$ cat config.mk
export PLATFORM = sky130hd
export DESIGN_NAME = stream_rr_arbiter
export DESIGN_NICKNAME = d
export VERILOG_FILES = /design/src/rtl/stream_rr_arbiter.sv
export SDC_FILE = /design/constraint.sdc
export NUM_CORES = 1
export LEC_CHECK = 0
export BUFFER_PORTS_ARGS = -buffer_cell sky130_fd_sc_hd__clkbuf_2
export CORE_ASPECT_RATIO = 0.8
export CORE_UTILIZATION = 44
export DETAILED_ROUTE_END_ITERATION = 7
export PLACE_DENSITY = 0.81
export SYNTH_ARGS = -nofsm -noshare
export SYNTH_HDL_FRONTEND = slang
export SYNTH_SLANG_ARGS = --single-unit
$ cat constraint.sdc
create_clock -name clk -period 2.6 [get_ports clk]
set_input_delay 0.13 -clock clk [delete_from_list [all_inputs] [get_ports clk]]
set_output_delay 0.13 -clock clk [all_outputs]
set_load 0.05 [all_outputs]
$ cat src/rtl/stream_rr_arbiter.sv
// Packet-granular round-robin arbiter sharing one registered valid/ready data path.
// A grant lasts until a last beat or until MAX_BEATS beats force a release.
module stream_rr_arbiter #(
    parameter int WIDTH     = 32,
    parameter int NUM_REQ   = 4,
    parameter int MAX_BEATS = 256,
    parameter int IDW       = $clog2(NUM_REQ)
) (
    input  logic                     clk,
    input  logic                     rst_n,
    input  logic [NUM_REQ-1:0]       in_valid,
    input  logic [NUM_REQ-1:0]       in_last,
    input  logic [NUM_REQ*WIDTH-1:0] in_data,
    output logic [NUM_REQ-1:0]       in_ready,
    output logic                     out_valid,
    output logic [WIDTH-1:0]         out_data,
    output logic                     out_last,
    output logic [IDW-1:0]           out_id,
    input  logic                     out_ready,
    output logic                     busy,
    output logic                     wdog_err
);
    localparam int CW = $clog2(MAX_BEATS + 1);

    typedef enum logic {IDLE, GRANT} state_t;

    state_t           state_reg, state_next;
    logic [IDW-1:0]   ptr_reg, ptr_next;
    logic [IDW-1:0]   grant_reg, grant_next;
    logic [CW-1:0]    cnt_reg, cnt_next;
    logic             out_valid_reg, out_valid_next;
    logic [WIDTH-1:0] out_data_reg, out_data_next;
    logic             out_last_reg, out_last_next;
    logic [IDW-1:0]   out_id_reg, out_id_next;
    logic             wdog_reg, wdog_next;

    logic [WIDTH-1:0] data_arr [NUM_REQ];
    logic [IDW-1:0]   winner;
    logic [IDW-1:0]   release_ptr;
    logic             slot_free;
    logic             in_xfer;

    assign slot_free = !out_valid_reg || out_ready;
    assign in_xfer   = (state_reg == GRANT) && slot_free && in_valid[grant_reg];

    generate
        for (genvar gi = 0; gi < NUM_REQ; gi++) begin : g_req
            assign data_arr[gi] = in_data[gi*WIDTH +: WIDTH];
            assign in_ready[gi] = (state_reg == GRANT) && (grant_reg == IDW'(gi)) && slot_free;
        end
    endgenerate

    // First valid requester at or after ptr, wrapping modulo NUM_REQ.
    always_comb begin
        logic [IDW:0] idx;
        logic         found;
        winner = ptr_reg;
        found  = 1'b0;
        idx    = '0;
        for (int k = 0; k < NUM_REQ; k++) begin
            idx = {1'b0, ptr_reg} + (IDW+1)'(k);
            if (idx >= (IDW+1)'(NUM_REQ)) begin
                idx = idx - (IDW+1)'(NUM_REQ);
            end
            if (!found && in_valid[idx[IDW-1:0]]) begin
                winner = idx[IDW-1:0];
                found  = 1'b1;
            end
        end
    end

    assign release_ptr = (grant_reg == IDW'(NUM_REQ - 1)) ? '0 : grant_reg + IDW'(1);

    always_comb begin
        state_next     = state_reg;
        ptr_next       = ptr_reg;
        grant_next     = grant_reg;
        cnt_next       = cnt_reg;
        out_valid_next = slot_free ? 1'b0 : out_valid_reg;
        out_data_next  = out_data_reg;
        out_last_next  = out_last_reg;
        out_id_next    = out_id_reg;
        wdog_next      = 1'b0;
        case (state_reg)
            IDLE: begin
                if (|in_valid) begin
                    grant_next = winner;
                    cnt_next   = '0;
                    state_next = GRANT;
                end
            end
            GRANT: begin
                if (in_xfer) begin
                    out_valid_next = 1'b1;
                    out_data_next  = data_arr[grant_reg];
                    out_last_next  = in_last[grant_reg];
                    out_id_next    = grant_reg;
                    cnt_next       = (cnt_reg == CW'(MAX_BEATS)) ? cnt_reg : cnt_reg + CW'(1);
                    if (in_last[grant_reg]) begin
                        ptr_next   = release_ptr;
                        state_next = IDLE;
                    end else if (cnt_reg == CW'(MAX_BEATS - 1)) begin
                        // Beat number MAX_BEATS without last: forward it, then force release.
                        ptr_next   = release_ptr;
                        state_next = IDLE;
                        wdog_next  = 1'b1;
                    end
                end
            end
            default: state_next = IDLE;
        endcase
    end

    always_ff @(posedge clk or negedge rst_n) begin
        if (!rst_n) begin
            state_reg     <= IDLE;
            ptr_reg       <= '0;
            grant_reg     <= '0;
            cnt_reg       <= '0;
            out_valid_reg <= 1'b0;
            out_data_reg  <= '0;
            out_last_reg  <= 1'b0;
            out_id_reg    <= '0;
            wdog_reg      <= 1'b0;
        end else begin
            state_reg     <= state_next;
            ptr_reg       <= ptr_next;
            grant_reg     <= grant_next;
            cnt_reg       <= cnt_next;
            out_valid_reg <= out_valid_next;
            out_data_reg  <= out_data_next;
            out_last_reg  <= out_last_next;
            out_id_reg    <= out_id_next;
            wdog_reg      <= wdog_next;
        end
    end

    assign out_valid = out_valid_reg;
    assign out_data  = out_data_reg;
    assign out_last  = out_last_reg;
    assign out_id    = out_id_reg;
    assign busy      = (state_reg == GRANT);
    assign wdog_err  = wdog_reg;

    a_ready_onehot: assert property (@(posedge clk) disable iff (!rst_n) $onehot0(in_ready));
    a_stall_stable: assert property (@(posedge clk) disable iff (!rst_n)
        (out_valid && !out_ready) |=> (out_valid && $stable(out_data) && $stable(out_last) && $stable(out_id)));
    a_no_xfer_full: assert property (@(posedge clk) disable iff (!rst_n)
        !slot_free |-> ((in_valid & in_ready) == '0));
endmodule

# [Word level (Yosys, flattened, before mapping)]
# Index checks and enable logic that the tools add are counted.
[word_totals] n_memories=0 elab_cells=108 out_inout_bits=42 rom_bits=0 latchBits=0 input_bits=139 reg_bits=51 mem_bits_rw=0
[classes] reduce_logical=25 muxes=45 div_mod_pow=0 bitwise_logic=2 n_shift=0 n_mul=0 add_sub_neg=9 order_cmp=10 n_eq_ne=8
[ops] operator="binary-select mux 32 bit (select 2 bit)" count=1
[ops] operator="two-way mux 32 bit" count=2
[ops] operator="two-way mux 9 bit" count=3
[ops] operator="two-way mux 2 bit" count=11
[ops] operator="two-way mux 1 bit" count=20
[ops] operator="case mux 9 bit (2 select lines)" count=1
[ops] operator="< comparator 2 x 3 -> 1 bit, second input constant" count=5
[ops] operator="logical AND 1 bit" count=13
[ops] operator="binary-select mux 1 bit (select 2 bit)" count=6
[ops] operator="greater-or-equal comparator 3 bit, second input constant" count=4
[ops] operator="adder 9 x 1 -> 9 bit, second input constant" count=1
[ops] operator="== test 9 x 8 -> 1 bit, second input constant" count=1
[ops] operator="== test 9 bit, second input constant" count=1
[ops] operator="subtractor 2 x 1 -> 2 bit, second input constant" count=4
[ops] operator="adder 2 x 2 -> 3 bit, second input constant" count=2
[ops] operator="AND reduction 3 bit" count=2
[ops] operator="== test 2 bit, second input constant" count=2
[ops] operator="zero test 1 bit" count=4
[ops] operator="inequality test 2 bit, second input constant" count=2
[ops] operator="AND reduction 2 bit" count=2
[ops] operator="OR reduction 4 bit" count=1
[ops] operator="adder 2 x 1 -> 3 bit, second input constant" count=1
[ops] operator="greater-or-equal comparator 2 x 3 -> 1 bit, second input constant" count=1
[ops] operator="inverter 2 -> 3 bit" count=1
[ops] operator="other kinds (8)" count=8

# [Logic depth before layout (Yosys ltp)]
# Gate-level depths: netlist (run 1).
[logic_depth] ltp_word=14 mapped_depth=7 mapped_depth_nobuf=6

# [Worst setup path after synthesis (run 1)]
# Ideal clock, no wire load.
[synth_path] path_kind="register to register" from="register grant_reg[0]" to="register ptr_reg[0]" setup_ps=128 period_less_slack_ps=1837 path_slack_ps=763 path_buffers=1 stages_incl_launch_ff=6 arrival_time_ps=1709 required_time_ps=2472 cell_sequence="dfrtp_1 mux4_2 and3_1 buf_4 o21ai_2 mux2_1"
[synth_via] elab_chain_len=4 word_cells_on_any_way=12 cone_classes="1 x add/sub; 1 x eq/ne; 7 x mux; 3 x reduce/logical"
[synth_lines] item="start: declaration" line="29" source="logic [IDW-1:0] grant_reg, grant_next;"
[synth_lines] item="start signal: assignment" line="128" source="grant_reg <= grant_next;"
[synth_lines] item="adder 2 x 1 -> 2 bit, or another cell as far along" line="72" source="assign release_ptr = (grant_reg == IDW'(NUM_REQ - 1)) ? '0 : grant_reg + IDW'(1);"
[synth_lines] item="two-way mux 2 bit, or another cell as far along" line="72"
[synth_lines] item="two-way mux 2 bit, or another cell as far along" line="102" source="end else if (cnt_reg == CW'(MAX_BEATS - 1)) begin"
[synth_lines] item="two-way mux 2 bit / AND reduction 3 bit (equally long branches)"
[synth_lines] item="end signal: assignment" line="127" source="ptr_reg <= ptr_next;"
[synth_lines] item="end: declaration" line="28" source="logic [IDW-1:0] ptr_reg, ptr_next;"
# Parallel ways exist; a longest one is shown, timed or not. The select of a mux whose other input is x is not followed.
# A chain may end at the register's enable or synchronous reset.

# [Worst setup path in the final report (run 1)]
[layout_path] from="register grant_reg[1]" to="output port in_ready[0]"
[layout_via] elab_chain_len=3
[layout_lines] item="zero test 2 bit" line="49" source="assign in_ready[gi] = (state_reg == GRANT) && (grant_reg == IDW'(gi)) && slot_free;"
[layout_lines] item="logical AND 1 bit (2 in a row)" line="49"
[layout_lines] item="end: declaration" line="14" source="output logic [NUM_REQ-1:0] in_ready,"
# Every way passes these cells.

==> results of run 1 <==
cell usage after synthesis (all sizes together), types with 4 or more instances:
cell,count
clkbuf,8
ha,7
mux4,34
a21oi,5
nor2,5
nand4,4
mux2,4
inv,8
nand2,113
nand3,4
buf,11
and3,5
o21ai,9
dfrtp,51
mux2i,4
power by group through the flow:
stage | registers [uW] | logic [uW] | clock network [uW]
2_1_floorplan | 2340 | 1660 | 0
3_3_place_gp | 1390 | 3320 | 0
3_5_place_dp | 1410 | 3420 | 0
4_1_cts | 1390 | 3420 | 465
5_1_grt | 1450 | 3660 | 498
6_report | 1400 | 3380 | 444
path summary, 6_finish.rpt:
kind | startpoint | end
min | in_data[70] | out_data[6]
min reg2reg | out_data[29] | out_data[29]
max | grant_reg[1] | in_ready[0]
max reg2reg | grant_reg[0] | ptr_reg[1]
max in group asynchronous | rst_n | out_data[31]
min in group asynchronous | rst_n | out_id[1]
layer usage:
metal  wire length, um  global-route usage [%]  part of all wire (%)
met4               195                   8.806                   2.3
met1              3235                   27.36                    38
met3               747                   6.151                   8.7
met5                 0                       0                     0
met2              4431                   44.43                    51
critical path, delay by kind of cell, from the launching register on:
kind	cells	cell delay, ps
buf+inv	3	840
simple gates	1	170
flops	1	380
fa+ha+maj	1	220
layout make-up:
cell class | instances | share of cell area [%]
inverter | 8 | 0.7183
tap | 84 | 2.514
clock buffer | 6 | 1.736
timing repair buffer | 189 | 23.23
multi-input combinational | 217 | 40.95
sequential | 51 | 30.56
clock inverter | 2 | 0.2993
through the flow:
step | instances | instance area [sq um] | utilization, % | setup WS (ps)
3_3_place_gp | 548 | 4085 | 61.86 | 652.3
5_1_grt | 557 | 4180 | 63.30 | 425.3
6_report | 557 | 4180 | 63.30 | 561.1
3_5_place_dp | 548 | 4085 | 61.86 | 573.1
2_1_floorplan | 295 | 3107 | - | 763.3
4_1_cts | 557 | 4180 | 63.30 | 543.4
layout by cell type, fill, tap and decap left out, types with 5 or more instances in the layout:
| cell | count |
|---|---|
| ha_1 | 7 |
| mux4_2 | 34 |
| dfrtp_1 | 50 |
| clkbuf_8 | 5 |
| buf_4 | 8 |
| clkbuf_2 | 180 |
| inv_1 | 8 |
| a21oi_1 | 5 |
| nor2_1 | 5 |
| o21ai_1 | 6 |
| and3_1 | 5 |
| nand2_1 | 112 |
cells by family (layout without fill, tap and decap cells):
family,after synthesis,after routing,share of synthesized area (%)
flip-flops,51,51,41.08
buffers and inverters,27,205,3.826
multiplexers,42,42,27.39
AO/OA/AOI/OAI,23,23,4.591
AND/OR/NAND/NOR,145,145,20.30
adder cells (fa/ha/maj),7,7,2.819
timing repair:
action,4_1_cts,5_1_grt
hold buffers,1,0
resized for setup,0,0
endpoints found under the hold margin,22,0
==> metrics, run 1 <==
outcome=completed; CTS Buf Count=5; area occupied by multi-input gates=between 1500 and 2000 sq um; Crit path required time=approximately 2500 ps; CTS tree=done; RSZ-0062 raised after global routing=false; Avg Cell Area, Syn=about 11 sq um; Net Sw Frac=between 50% and 60%; DR vias/cell=5.345; Hold Violations, Final=0; Crit Path Category=flip-flop to output port; #FFs+latches synth=a little over 50; Max stage delay on crit path=approximately 440 ps; cell taking the most area after synthesis=dfrtp_1; nets=618; vias after detailed routing=about 3.0k; worst reg2reg path depth=4; Sink Count=slightly above 50; total track usage=24.51%; Tcrit/Tclk final=78.42%; Clock Tree Buf Depth=2; max reg flops=32; clock power share=8.5%; YS warnings=0; setup TNS=0 ps; worst slew pin tran=between 900 and 1000 ps; Power Dens Cells=about 1200 nW/um^2; largest cells by area after synthesis=dfrtp_1 (41%), mux4_2 (25%), nand2_1 (14%); routed len/inst=about 15 um; register area=roughly 1300 sq um; fmax=between 400 and 500 MHz; Flop pwr share=roughly a quarter; proportion of layout cells with a drive suffix above 1=about half; Leak=0.002224 uW; Psw=around 2800 uW; post-synth cell types=36; Gate Count Post-Synth=~300; starting density of the core=roughly 47%; root buffer cell=clkbuf_8; sequential fraction of the synthesis area=about two fifths; max cap viols=0; crit path cell chain=buf_4 -> inv_1 -> ha_1 -> and3_1 -> clkbuf_2; area of the mapped netlist=between 3000 and 4000 sq um; Pre-antenna DRT Iters=4; Detailed Route WL=around 8600 um; type of origin of the critical path=flip-flop; combinational power share=64.8%; area grow syn2layout=34.55%; min Tclk post-route=2039 ps; Critical-path top delay cell=buf_4; endpoints failing setup=0; dominant synthesized flop cell=dfrtp_1; Fill cells=556; row count=26; VDD IR-drop max=around 0.65 mV; first-pass GRT wire length=roughly 14000 um; total power draw=5222 uW; detailed-route DRC error count=0; internal power=around 2400 uW; total setup buffers inserted after CTS=0; Die Ht=77.16 um; GRT Residual Overflow=0; WP data arrival=1910 ps; Skew-Pair Late Insertion Delay=about 300 ps; Syn Nets=between 400 and 500; initial antenna violation count=0; H-tree depth=2; post-route ant nets=0; max_slew headroom=36.96%; number of synthesized flops with an enable pin=0; worst hold margin=around 230 ps; asr flop ratio synth=100.0%; post-detail-place hpwl=around 6800 um; clock slew at reported path FFs=90 ps; Placer Congestion=0.8001; crit-path max FO=37; Die Area=7403 sq um; I/O pins=around 180; max-slew violations=0; Setup crit end kind=output port; total core area=6604 sq um; diode count=0; post-synth top area share=41.08%; Hold Crit Class=input port to flip-flop; First DRT Iteration DRCs=between 100 and 150; hold depth=4; R2R setup slack=slightly below 600 ps; Die X=between 90 and 100 um; port bufs=180; largest net degree at the start of global routing=40; skew final=between 8 and 9 ps; number of global-route vias before repair=3091
(Power assumes the default switching activity.)
==> run 2: changes to the inputs <==
- clock period: 2.6 -> 2 ns (I/O delays scaled with it)
==> metrics, run 2 (synthesis results as in run 1) <==
root buffer cell=clkbuf_8; Skew-Pair Late Insertion Delay=310 ps (about the same); grt met1 use=28.72% (+1.4 points); Power Dens Cells=1626 nW/um^2 (+30%); most common cell after layout, fill and taps aside=clkbuf_2; nets=622 (+0.65%); type of origin of the critical path=flip-flop; DR vias/cell=5.328 (-0.31%); diode count=0 (unchanged); detailed-route DRC error count=0 (unchanged); First DRT Iteration DRCs=114 (+7.5%); total track usage=24.99% (+0.48 points); GRT Residual Overflow=0 (unchanged); skew final=4.776 ps (-3.332 ps); Buf/Inv on CP=4 (+1); row count=26 (unchanged); max_slew headroom=41.81% (+4.9 points); routed len/inst=15.65 um (+1.3%); CTS tree=done; total core area=6604 sq um (unchanged); worst hold margin=191.8 ps (-38.68 ps); area occupied by multi-input gates=1712 sq um (unchanged); combinational power share=64.9% (about the same); WP data arrival=1790 ps (-120 ps); internal power=3244 uW (+33%); vias after detailed routing=2989 (+0.40%); post-detail-place hpwl=7010 um (+3.8%); Crit path required time=1900 ps (-570 ps); starting density of the core=47.04% (unchanged); area grow syn2layout=36.45%; VDD IR-drop max=0.5867 mV (-9.1%); I/O pins=181 (unchanged); Fill cells=591 (+6.3%); met3 Use GR=5.556% (-0.60 points); GRT Max-Usage Layer=met2; outcome=completed; Psw=3647 uW (+31%); max reg flops=32 (unchanged); CTS Buf Count=5 (unchanged); worst slew pin tran=872.8 ps (-72.81 ps); post-route ant nets=0 (unchanged); RSZ-0062 raised after global routing=false; Max stage delay on crit path=390 ps (-50 ps); total setup buffers inserted after CTS=0 (unchanged); port bufs=180 (unchanged); min Tclk post-route=approximately 1900 ps; first-pass GRT wire length=14220 um (+3.2%); Detailed Route WL=8782 um (+2.0%); largest net degree at the start of global routing=35 (-13%); Crit Path Category=flip-flop to output port; Net Sw Frac=52.92% (-0.24 points); crit path cell chain=buf_4 -> buf_12 -> inv_1 -> ha_1 -> and3_1 -> clkbuf_2; Hold Violations, Final=0 (unchanged); endpoints failing setup=0 (unchanged); Die X=95.95 um (unchanged); Placer Congestion=0.8373 (+4.6%); Die Area=7403 sq um (unchanged); cell family with most CP delay=buffers and inverters; proportion of layout cells with a drive suffix above 1=50.10% (+0.63 points); Flop pwr share=26.2% (-0.5 points); Hold Crit Class=input port to flip-flop; M2 GR Usage=44.79% (+0.36 points); H-tree depth=2 (unchanged); initial antenna violation count=0 (unchanged); fmax=528.6 MHz; setup TNS=0 ps (unchanged); Setup crit end kind=output port; max cap viols=0 (unchanged); max-slew violations=0 (unchanged); register area=1277 sq um (unchanged); Tcrit/Tclk final=between 90 and 100%; Die Ht=77.16 um (unchanged); Critical-path top delay cell=dfrtp_2; Clock Tree Buf Depth=2 (unchanged); clock power share=8.9% (+0.4 points); crit-path max FO=19 (-49%); commonest non-fill, non-tap cells in the layout=clkbuf_2 (180), nand2_1 (112), dfrtp_1 (50); Sink Count=51 (unchanged); Leak=0.002251 uW (+1.2%); clock slew at reported path FFs=100 ps (about the same); number of global-route vias before repair=3166 (+2.4%); Pre-antenna DRT Iters=4 (unchanged)
-- run 2: cell count changes in the layout (fill, tap and decap cells not counted) --
cell and change:
buf_12 +2, buf_4 +2, clkbuf_1 -1, clkinvlp_4 +1
-- run 2: final timing paths --
kind	depth (start not counted)	startpoint	slack, ps	endpoint
setup reg to reg	5	grant_reg[0]	170	cnt_reg[3]
min in group asynchronous	2	rst_n	430	out_id[1]
hold / removal	4	in_data[67]	190	out_data[3]
hold reg to reg	2	out_data[10]	480	out_data[10]
max in group asynchronous	3	rst_n	970	out_data[22]
setup / recovery	6	grant_reg[0]	110	in_ready[0]
-- run 2: layer usage --
layer,wire length (um),vias up,part of all wire [%]
met4,163,0,1.9
met2,4633,135,53
met3,675,13,7.7
li1,-,1405,-
met5,0,-,0
met1,3308,1436,38
-- run 2: power groups by stage --
stage / sequential (uW) / clock [uW] / combinational, uW
after floorplan: 3040 / 0 / 2160
after global placement: 1810 / 0 / 4350
after detailed placement: 1830 / 0 / 4480
after CTS: 1810 / 624 / 4500
after global routing: 1870 / 658 / 4870
final: 1810 / 613 / 4470
-- run 2: per-stage QoR --
step | total power, uW | instance area, sq um | setup slack, ps | utilization, % | cells
5_1_grt | 7398 | 4239 | 17.06 | 64.19 | 561
4_1_cts | 6939 | 4230 | 3.814 | 64.06 | 561
2_1_floorplan | 5191 | 3107 | 163.3 | - | 295
3_5_place_dp | 6312 | 4128 | 189.5 | 62.50 | 552
6_report | 6891 | 4239 | 108.3 | 64.19 | 561
3_3_place_gp | 6158 | 4128 | 230.0 | 62.50 | 552
-- run 2: worst reg2reg max path, delay by kind of cell, from the launching register on --
kind	cells	cell delay (ps)
buffers and inverters	1	230
DFF	1	390
muxes	2	730
and+or+nand+nor	2	410
-- run 2: final cells by class --
type	instances	area share [%]
flip-flops and latches	51	30.14
repair buffers	193	24.20
well taps	84	2.479
multi-input cells	217	40.38
inverters	8	0.7084
clock buffers	5	1.623
clock inverters	3	0.4723
-- run 2: timing repair --
| item | 4_1_cts | 5_1_grt |
|---|---|---|
| hold buffers | 1 | 0 |
| resized for setup | 1 | 2 |
| endpoints found under the hold margin | 33 | 0 |
| setup endpoints to repair | 2 | 3 |
==> run 3: changes to the inputs <==
- CORE_MARGIN: unset -> 8
==> metrics, run 3 (synthesis results as in run 1) <==
PostCTS Resize Cnt=0 (-1); proportion of layout cells with a drive suffix above 1=50.00% (-0.10 points); worst slew pin tran=471.7 ps (-401.2 ps); Die Area=10020 sq um (+35%); total power draw=6915 uW (+0.35%); clock power share=9.4% (+0.5 points); type of origin of the critical path=flip-flop; crit-path max FO=7 (-12); Post-Layout Cell Count=565 (+0.71%); CTS tree=done; I/O pins=181 (unchanged); Buf/Inv on CP=0 (-4); Tcrit/Tclk final=95.53% (+0.95 points); crit path cell chain=mux4_2 -> and3_1 -> o21ai_2 -> mux2_1; Critical-path top delay cell=mux4_2; CTS Buf Count=5 (unchanged); nets=623 (+0.16%); cell family with most CP delay=multiplexers; clock slew at reported path FFs=90 ps (about the same); largest net degree at the start of global routing=24 (-31%); skew final=8.421 ps (+3.646 ps); First DRT Iteration DRCs=270 (+140%); Die X=109.9 um (+15%); most common cell after layout, fill and taps aside=clkbuf_2; Die Ht=91.16 um (+18%); Max stage delay on crit path=560 ps (+170 ps); Clock Tree Buf Depth=2 (unchanged); Crit path required time=2190 ps (+290 ps); Power Dens Cells=1632 nW/um^2 (+0.40%); max cap viols=0 (unchanged); dpl cells=556 (+0.72%); DP Area=4126 sq um (about the same); Psw=3619 uW (-0.75%); fmax=523.4 MHz (-0.99%); VDD IR-drop max=0.6763 mV (+15%); max reg flops=32 (unchanged); setup TNS=0 ps (unchanged); Net Sw Frac=52.34% (-0.58 points); WP data arrival=2100 ps (+310 ps); commonest non-fill, non-tap cells in the layout=clkbuf_2 (180), nand2_1 (112), dfrtp_1 (50); Skew-Pair Late Insertion Delay=310 ps (about the same); Hold Crit Class=input port to flip-flop; max_slew headroom=68.27% (+26 points); total track usage=19.37% (-5.6 points); Hold Violations, Final=0 (unchanged); row count=27 (+3.8%); DR vias/cell=5.219 (-2.0%); post-detail-place hpwl=8048 um (+15%); post-route ant nets=0 (unchanged); internal power=3296 uW (+1.6%); outcome=completed; combinational power share=64.3% (-0.6 points); Post-CTS Hold Buffers=1 (unchanged); Leak=0.002258 uW (+0.33%); root buffer cell=clkbuf_8; Pre-antenna DRT Iters=4 (unchanged); first-pass GRT wire length=15470 um (+8.8%); Flop pwr share=26.3% (about the same); diode count=0 (unchanged); H-tree depth=2 (unchanged); GRT Residual Overflow=0 (unchanged); final instance area=4237 sq um (about the same); starting density of the core=45.30% (-1.7 points); Sink Count=51 (unchanged); min Tclk post-route=1911 ps (+18.94 ps); Crit Path Category=flip-flop to flip-flop; vias after detailed routing=2949 (-1.3%); area grow syn2layout=36.37% (about the same); max-slew violations=0 (unchanged); RSZ-0062 raised after global routing=false; Setup crit end kind=flip-flop; initial antenna violation count=0 (unchanged); detailed-route DRC error count=0 (unchanged); endpoints failing setup=0 (unchanged); total setup buffers inserted after CTS=0 (unchanged); total core area=6858 sq um (+3.8%); Placer Congestion=0.8237 (-1.6%); Detailed Route WL=9631 um (+9.7%); port bufs=180 (unchanged); routed len/inst=17.05 um (+8.9%); number of global-route vias before repair=3224 (+1.8%)
-- run 3: changes by cell type in the layout (fill, tap and decap cells not counted), sizes merged --
cell      before  now
clkbuf       185  188
clkinvlp       2    0
buf           12   13
clkinv         1    0
-- run 3: final cells by class --
cell class                      instances  area [sq um]
Fill cell                             605          2621
Multi-Input combinational cell        217          1712
Sequential cell                        51          1277
Timing Repair Buffer                  194          1008
Tap cell                               87         108.9
Clock buffer                            8         100.1
Inverter                                8         30.03
-- run 3: metrics by stage --
stage          hold WS [ps]  worst slack [ps]  util, %
3_5_place_dp          75.91             108.7    60.17
2_1_floorplan        -195.6             163.3        -
3_3_place_gp          71.55             201.0    60.17
6_report              196.4             89.34    61.78
5_1_grt               196.5             7.957    61.78
4_1_cts               194.3             91.50    61.78
-- run 3: metal layers --
layer	wire, um	GRT usage, %
met4	116	5.275
met5	0	0
met3	865	4.096
met2	4795	33.00
met1	3854	24.05
-- run 3: final timing paths --
check                             startpoint           end  slack (ps)  cells after the start
worst max-delay path            grant_reg[0]    ptr_reg[1]          90                      4
worst min-delay path            in_data[105]   out_data[9]         200                      4
worst max register to register  grant_reg[0]    ptr_reg[1]          90                      4
worst min register to register  out_data[16]  out_data[16]         480                      2
max in group asynchronous              rst_n  out_data[31]        1120                      3
min in group asynchronous              rst_n     out_id[1]         260                      2
-- run 3: worst register-to-register path: cells and delay by family (launching register included) --
kind / cells / cell delay (ps)
and+or+nand+nor: 1 / 320
muxes: 2 / 910
DFF: 1 / 430
AOI/OAI and AO/OA: 1 / 140
-- run 3: power by group through the flow --
stage          Combinational [uW]  Clock [uW]  Sequential (uW)
4_1_cts                      4520         661             1820
5_1_grt                      4820         709             1880
3_3_place_gp                 4390           0             1810
6_report                     4450         648             1820
2_1_floorplan                2160           0             3040
3_5_place_dp                 4520           0             1830
